[src/rtl/div_seq_if.sv]
// div_seq_if: request/result bundle between the issue logic and the
// sequential divider.
//
// Handshake: the issuer raises start with rs1_reg/rs2_reg while busy is low.
// The divider accepts on that rising edge and holds busy high until its
// one-cycle done pulse ends. A start seen while busy is dropped, not queued.
// quo_rd, rem_rd and div_zero are valid during done and stay put until the
// next operation's done. div_zero drops when a new operation is accepted.
//
// Signals:
//   start    request a divide (issuer -> divider)
//   rs1_reg  dividend, N bits (issuer -> divider)
//   rs2_reg  divisor, N bits (issuer -> divider)
//   busy     divider is not idle
//   done     one-cycle result-valid pulse
//   quo_rd   quotient, N bits
//   rem_rd   remainder, N bits
//   div_zero result came from a zero divisor
interface div_seq_if #(
  parameter int N = 16
);
  logic         start;
  logic [N-1:0] rs1_reg;
  logic [N-1:0] rs2_reg;
  logic         busy;
  logic         done;
  logic [N-1:0] quo_rd;
  logic [N-1:0] rem_rd;
  logic         div_zero;

  modport master (
    output start, rs1_reg, rs2_reg,
    input  busy, done, quo_rd, rem_rd, div_zero
  );

  modport slave (
    input  start, rs1_reg, rs2_reg,
    output busy, done, quo_rd, rem_rd, div_zero
  );
endinterface

[src/rtl/div_seq.sv]
// div_seq: multi-cycle unsigned restoring divider. One N-bit subtractor is
// reused for N cycles, producing one quotient bit per cycle.
//
// A zero divisor skips the iteration. In that case the result is an
// all-ones quotient, the remainder is the dividend, and div_zero is set.
//
// Ports:
//   clk        rising-edge clock
//   rst        synchronous active-high reset
//   bus        div_seq_if slave: start/operands in, busy/done/results out
//   dbg_state  current FSM state (0 IDLE, 1 RUN, 2 DONE)
module div_seq #(
  parameter int N = 16
) (
  input  logic       clk,
  input  logic       rst,
  div_seq_if.slave   bus,
  output logic [1:0] dbg_state
);

  localparam int CW = $clog2(N) + 1;

  typedef enum logic [1:0] {
    IDLE = 2'd0,
    RUN  = 2'd1,
    DONE = 2'd2
  } state_t;

  state_t        state;
  logic [N-1:0]  dvd;      // dividend shifting out, quotient shifting in
  logic [N-1:0]  dvs;
  logic [N-1:0]  acc;      // partial remainder
  logic [CW-1:0] cnt;

  // The remainder path is N+1 bits wide, so acc[N-1] is not lost on the
  // shift. Without that bit, divisors >= 2^(N-1) would give wrong results.
  // The subtract is N+2 bits, so its top bit is a clean borrow flag.
  logic [N:0]    shifted;
  logic [N+1:0]  diff;
  logic          borrow;
  logic [N-1:0]  acc_nxt;
  logic [N-1:0]  dvd_nxt;

  always_comb begin
    shifted = {acc, dvd[N-1]};
    diff    = {1'b0, shifted} - {2'b00, dvs};
    borrow  = diff[N+1];
    // On borrow, shifted < dvs < 2^N, so its low N bits hold it exactly.
    acc_nxt = borrow ? shifted[N-1:0] : diff[N-1:0];
    dvd_nxt = {dvd[N-2:0], ~borrow};
  end

  assign dbg_state = state;

  always_ff @(posedge clk) begin
    if (rst) begin
      state        <= IDLE;
      dvd          <= '0;
      dvs          <= '0;
      acc          <= '0;
      cnt          <= '0;
      bus.busy     <= 1'b0;
      bus.done     <= 1'b0;
      bus.quo_rd   <= '0;
      bus.rem_rd   <= '0;
      bus.div_zero <= 1'b0;
    end else begin
      case (state)
        IDLE: begin
          bus.done <= 1'b0;
          if (bus.start) begin
            dvd          <= bus.rs1_reg;
            dvs          <= bus.rs2_reg;
            acc          <= '0;
            cnt          <= CW'(N);
            bus.busy     <= 1'b1;
            bus.div_zero <= 1'b0;
            if (bus.rs2_reg == '0) begin
              // Zero divisor: go straight to DONE with the fixed results
              // already loaded, so they are visible in the done cycle.
              state        <= DONE;
              bus.done     <= 1'b1;
              bus.quo_rd   <= '1;
              bus.rem_rd   <= bus.rs1_reg;
              bus.div_zero <= 1'b1;
            end else begin
              state <= RUN;
            end
          end
        end

        RUN: begin
          acc <= acc_nxt;
          dvd <= dvd_nxt;
          cnt <= cnt - CW'(1);
          if (cnt == CW'(1)) begin
            // Last iteration: load the results from the next-state values,
            // so they are already in place while done is high.
            state      <= DONE;
            bus.done   <= 1'b1;
            bus.quo_rd <= dvd_nxt;
            bus.rem_rd <= acc_nxt;
          end
        end

        DONE: begin
          state    <= IDLE;
          bus.done <= 1'b0;
          bus.busy <= 1'b0;
        end

        default: begin
          state    <= IDLE;
          bus.done <= 1'b0;
          bus.busy <= 1'b0;
        end
      endcase
    end
  end

endmodule

[src/flat_wrapper.sv]
// flat-port wrapper written by rule: the top's interface ports become plain ports
module div_seq_flat 
#(
  parameter int N = 16
)
  (clk, rst, dbg_state, bus_start, bus_rs1_reg, bus_rs2_reg, bus_busy, bus_done, bus_quo_rd, bus_rem_rd, bus_div_zero);
  div_seq_if #(.N(N)) bus_i ();
  input  logic clk;
  input  logic rst;
  output logic [1:0] dbg_state;
  input wire logic [$bits(bus_i.start)-1:0] bus_start;
  input wire logic [$bits(bus_i.rs1_reg)-1:0] bus_rs1_reg;
  input wire logic [$bits(bus_i.rs2_reg)-1:0] bus_rs2_reg;
  output wire logic [$bits(bus_i.busy)-1:0] bus_busy;
  output wire logic [$bits(bus_i.done)-1:0] bus_done;
  output wire logic [$bits(bus_i.quo_rd)-1:0] bus_quo_rd;
  output wire logic [$bits(bus_i.rem_rd)-1:0] bus_rem_rd;
  output wire logic [$bits(bus_i.div_zero)-1:0] bus_div_zero;
  assign bus_i.start = bus_start;
  assign bus_i.rs1_reg = bus_rs1_reg;
  assign bus_i.rs2_reg = bus_rs2_reg;
  assign bus_busy = bus_i.busy;
  assign bus_done = bus_i.done;
  assign bus_quo_rd = bus_i.quo_rd;
  assign bus_rem_rd = bus_i.rem_rd;
  assign bus_div_zero = bus_i.div_zero;
  div_seq #(.N(N)) u_core (.clk(clk), .rst(rst), .bus(bus_i), .dbg_state(dbg_state));
endmodule
[config.mk]
export PLATFORM = sky130hd
export DESIGN_NAME = div_seq_flat
export DESIGN_NICKNAME = d
export VERILOG_FILES = /design/src/rtl/div_seq_if.sv /design/src/rtl/div_seq.sv /design/src/flat_wrapper.sv
export SDC_FILE = /design/constraint.sdc
export NUM_CORES = 1
export LEC_CHECK = 0
export CORE_ASPECT_RATIO = 1.4
export CORE_MARGIN = 2
export CORE_UTILIZATION = 45
export CTS_BUF_LIST = sky130_fd_sc_hd__clkbuf_2
export DETAILED_ROUTE_END_ITERATION = 8
export PLACE_DENSITY = 0.79
export SYNTH_ARGS = -nofsm -noshare
export SYNTH_HDL_FRONTEND = slang
export SYNTH_SLANG_ARGS = --single-unit
[constraint.sdc]
create_clock -name clk -period 2.49 [get_ports clk]
set_input_delay 0.249 -clock clk [delete_from_list [all_inputs] [get_ports clk]]
set_output_delay 0.249 -clock clk [all_outputs]
set_load 0.02 [all_outputs]
* Word-level counts from Yosys, hierarchy flattened *
Index checks and enable logic that the tools add are counted.

word-level totals
  flip-flop bits (word level) = 90
  bits in latches = 0
  bits in writable memories = 0
  ROM bits = 0
  input bits = 35
  output and inout port bits = 37
  memories kept = 0

cells by class
  add/sub/neg operators = 2
  multipliers = 0
  divide/modulo/power cells = 0
  magnitude comparators = 0
  equality and inequality tests = 5
  shifts and indexed selects = 0
  muxes and demuxes = 25
  bitwise logic cells = 2
  reduce and logical (&&, ||, !) cells = 8

operator list
  operator             number
  $mux 16              9
  $pmux 16 s2          4
  $sub 17x16->18       1
  $logic_not 16->1     1
  $pmux 5 s2           1
  $reduce_and 2->1     4
  $mux 2               3
  $eq 5x1->1 const B   1
  $mux 5               1
  $sub 5x1->5 const B  1
  $mux 1               4
  $ne 2x1->1 const B   2
  $pmux 1 s2           2
  $pmux 2 s2           1
  $reduce_and 4->1     1
  $eq 2x1->1 const B   1
  $logic_not 2->1      1
  $ne 2x2->1 const B   1
  $not 1->1            2
  $reduce_bool 2->1    1

* Logic depth before layout (Yosys ltp) *
  depth in word-level cells = 4
  depth in mapped cells = 13
  gate-level depth less buffers = 11

* Least setup slack after synthesis *
No wires, ideal clock.

  kind = register to register
  start = register u_core.dvd[15]
  end = register u_core.bus.rem_rd[8]
  setup time = 0.132 ns
  arrival time = 2.193 ns
  path slack = 0.165 ns
  stages on the path, launching flop included = 12
  cell sequence = dfxtp_1 -> inv_1 -> ha_1 -> fa_1 -> nor2b_1 -> o211ai_1 -> a31o_2 -> a21oi_1 -> xnor2_1 -> nor2_1 -> a2111oi_0 -> nor3_1

on the way
  cells in the longest elaborated chain, start to end = 4

RTL lines
  what                    line              source
  start, declared         div_seq.sv:30     logic [N-1:0] dvd;
  start signal, assigned  div_seq.sv:72     dvd <= bus.rs1_reg;
  start signal, assigned  div_seq.sv:94     dvd <= dvd_nxt;
  $sub 17x16->18          div_seq.sv:46     diff = {1'b0, shifted} - {2'b00, dvs};
  $mux 16                 div_seq.sv:49     acc_nxt = borrow ? shifted[N-1:0] : diff[N-1:0];
  $mux 16                 div_seq.sv:96     if (cnt == CW'(1)) begin
  $pmux 16 s2             div_seq.sv:68     case (state)
  end signal, assigned    div_seq.sv:84     bus.rem_rd <= bus.rs1_reg;
  end signal, assigned    div_seq.sv:102    bus.rem_rd <= acc_nxt;
  end, declared           div_seq_if.sv:38  output busy, done, quo_rd, rem_rd, div_zero

Every way passes these cells. The select of a mux whose other input is x is not followed.
A chain may end at the register's enable or synchronous reset.

* Final worst setup path *
  start = register u_core.dvs[6]
  end = register u_core.bus.rem_rd[14]

on the way
  cells in the longest elaborated chain, start to end = 4

RTL lines
  what                    line           source
  start, declared         div_seq.sv:31  logic [N-1:0] dvs;
  start signal, assigned  div_seq.sv:73  dvs <= bus.rs2_reg;
  $sub 17x16->18          div_seq.sv:46
  $mux 16                 div_seq.sv:49
  $mux 16                 div_seq.sv:96
  $pmux 16 s2             div_seq.sv:68

Every way passes these cells. The select of a mux whose other input is x is not followed.

==> impl_metrics.json <==
{
  "status": "finished with violations",
  "violations": "negative setup slack",
  "grt-ovfl-total": 0,
  "wl_um": 12600,
  "cap_violations": 0,
  "grt.met3_usage_pct": 3.32,
  "cp.arrival_ns": 3.01,
  "diodes": 0,
  "hold_violations": 0,
  "worst-path-max-fanout": 5,
  "final.fill_count": 870,
  "synth_area_leaders": "dfxtp_1, nand2_1, nor2_1",
  "start_kind": "register",
  "slowest_delay_ns": 0.39,
  "worstSetupPathType": "reg -> reg",
  "area_growth_pct": 33.3,
  "wl_per_cell_um": 15.6,
  "rsz0062_at_grt": "true",
  "rows": 43,
  "synth-seq-cells": 90,
  "synth_edf_count": 0,
  "min_period_ns": 2.51,
  "post-route-period-util_pct": 101,
  "drv_slew": 0,
  "p_leak_nw": 2.30,
  "grt_start_max_net_pins": 66,
  "grt_use_met2_pct": 39.0,
  "synth_top_area_share_pct": 40.2,
  "track_usage_pct": 22.7,
  "max_freq_mhz": 398,
  "vdd_ir_drop_max_v": 0.000574,
  "cp_common_cell": "buf_4",
  "gp_congestion": 0.980,
  "ant_nets": 0,
  "worstSkewPairLatency_ns": 0.58,
  "htree_levels": 3,
  "antenna_found_initial": 0,
  "required_ns": 2.99,
  "die_y_um": 122,
  "yosys.area.top_type": "dfxtp_1",
  "crit_slowest_cell": "dfxtp_1",
  "seqCellArea_sq_mm": 0.00182,
  "finalPower_mw": 7.41,
  "num_vias": 4489,
  "synth_seq_area_share_pct": 40.2,
  "die_w_um": 88.3,
  "synth_flop_cell": "dfxtp_1",
  "first_pass_iters": 5,
  "endpoint_kind": "register",
  "die_area_sq_mm": 0.0108,
  "root_buffer": "clkbuf_2",
  "syn_inst": 568,
  "dp.cells": 777,
  "multiInputGateArea_sq_mm": 0.00263,
  "async_flop_share_pct": 0,
  "drive_above_1_share_pct": 18.3,
  "clock_path_buffers": 2,
  "place_hpwl_um": 8650,
  "slew_headroom_pct": 53.2,
  "cts_tree": "built",
  "syn_avg_cell_area_sq_um": 7.88,
  "path_cells": "inv_1 > ha_1 > a21oi_2 > nand2_1 > o211ai_1 > nand2_2 > buf_4 > nand4b_1 > o311ai_1 > buf_4 > o31a_1",
  "postCtsHoldBufs": 0,
  "synth_nets": 622,
  "pwr_density_cell_mw_per_mm2": 1240,
  "fin_nets": 720,
  "grt_pass1_vias": 4142,
  "top_usage_layer": "met2",
  "first_iter_violations": 369,
  "setup_viol": 2,
  "drc": 0,
  "io_pins": 72,
  "fin_cells": 806,
  "grt_pass1_wl_um": 19400,
  "start_util_pct": 45.7,
  "setup_slack_ns": -0.0206,
  "syn_area_sq_mm": 0.00448,
  "coreArea_sq_mm": 0.00979,
  "ys_warn_count": 0,
  "tightest_slew_ns": 0.703,
  "clk_pin_slew_ns": 0.25,
  "port_buffers": 71,
  "use_met1_pct": 27.9,
  "clkSinkCount": 90,
  "hp-class": "in -> reg",
  "vias_per_cell": 5.57,
  "cts_buffers": 9,
  "finClkSkew_ns": 0.0350,
  "synth_cell_types": 62
}
## report_power, final
part           switching [mW]  total, mW  leakage [nW]  internal (mW)
combinational            2.53       4.71          1.48           2.18
sequential              0.175       1.83         0.743           1.66
clock                   0.527      0.866        0.0777          0.339
## cell type report
type	instances	area share [%]
clock buffer	10	0.838
clock inverter	6	1.51
inverter	23	1.45
multi-input combinational	420	44.1
sequential	90	30.4
tap	135	2.83
timing repair buffer	122	18.9
## path summary, 6_finish.rpt
kind	from	end	slack [ns]	depth (start not counted)
min	bus_rs2_reg[13]	u_core.dvs[13]$_SDFFE_PP0P_	0.21	3
max reg2reg	u_core.dvs[6]$_SDFFE_PP0P_	u_core.bus.rem_rd[14]$_SDFFE_PP0P_	-0.02	11
max	u_core.dvs[6]$_SDFFE_PP0P_	u_core.bus.rem_rd[14]$_SDFFE_PP0P_	-0.02	11
min reg2reg	u_core.bus.rem_rd[10]$_SDFFE_PP0P_	u_core.bus.rem_rd[10]$_SDFFE_PP0P_	0.47	2
## state kept, by name, summed over array words and instances (netlist names)
register,flops
u_core.acc,16
u_core.bus.busy,1
u_core.bus.div_zero,1
u_core.bus.done,1
u_core.bus.quo_rd,16
u_core.bus.rem_rd,16
u_core.cnt,5
u_core.dbg_state,2
u_core.dvd,16
u_core.dvs,16
## kinds of logic (layout without fill, tap and decap cells)
family / Yosys count / after routing / synth area share (%)
simple gates: 234 / 235 / 23.2
compound gates: 152 / 152 / 22.6
flops: 90 / 90 / 40.2
buf+inv: 59 / 161 / 5.73
fa+ha+maj: 19 / 19 / 5.48
xor+xnor: 11 / 11 / 2.15
mux: 3 / 3 / 0.671
## synthesized netlist by cell type, types with 3 or more instances
cell      number
nand2b_1       6
nor4_1         6
o21ai_0       12
nand2_1       98
dfxtp_1       90
nand3b_1       3
nor2_1        80
o21bai_1       3
a311oi_1      16
a22o_1         7
o211ai_1       5
o21ai_1        5
inv_1         23
ha_1          18
a211oi_1      27
a21oi_1       53
buf_1          4
xnor2_1        8
nor2b_1        5
a31oi_1        4
clkbuf_1      26
xor2_1         3
mux2i_1        3
nor3_1        15
## cells in the final DEF, fill, tap and decap left out, drive strengths merged, types with 2 or more instances in the layout
master,count
nand2,101
dfxtp,90
nor2,80
clkdlybuf4s50,70
a21oi,54
buf,52
a211oi,28
inv,24
ha,18
o21ai,17
a311oi,16
nor3,16
clkbuf,10
xnor2,8
a22o,8
nor4,7
nand2b,6
o211ai,5
nor2b,5
a31oi,4
o21bai,3
xor2,3
mux2i,3
nand3b,3
nand4b,2
a21o,2
and4,2
o21a,2
or3,2
o221ai,2
a2111oi,2
bufinv,2
clkinvlp,2
and2,2
nand3,2
and3,2
## per-layer routing
layer	wire, um	share of wire, %	vias to the layer above
li1	-	-	2190
met1	5290	42	2094
met2	6170	49	169
met3	640	5.1	36
met4	474	3.8	0
met5	0	0	-
## per-stage QoR
| step | area [sq um] | hold WS (ns) | utilization (%) | setup TNS (ns) | worst slack, ns |
|---|---|---|---|---|---|
| after CTS | 5750 | 0.180 | 58.7 | 0 | 0.00363 |
| after detailed placement | 5520 | 0.443 | 56.4 | -1.55 | -0.127 |
| after global placement | 5520 | 0.444 | 56.4 | -0.766 | -0.102 |
| after global routing | 5970 | 0.205 | 61.0 | -0.671 | -0.0985 |
| after floorplan | 4480 | 0.385 | - | 0 | 0.165 |
| final | 5970 | 0.209 | 61.0 | -0.0243 | -0.0206 |
## critical path, delay by kind of cell (launching register included)
kind	cells	cell delay, ns
buffers and inverters	3	0.39
AOI/OAI and AO/OA	4	0.94
DFF	1	0.39
adders and majority gates	1	0.33
and+or+nand+nor	3	0.39
## repair_timing
action	in CTS	in global routing
cloned	1	0
setup endpoints to repair	14	26
buffers inserted	4	8
endpoints found under the hold margin	0	0
pin swaps	5	18
resized for setup	17	36
(Power assumes the default switching activity.)
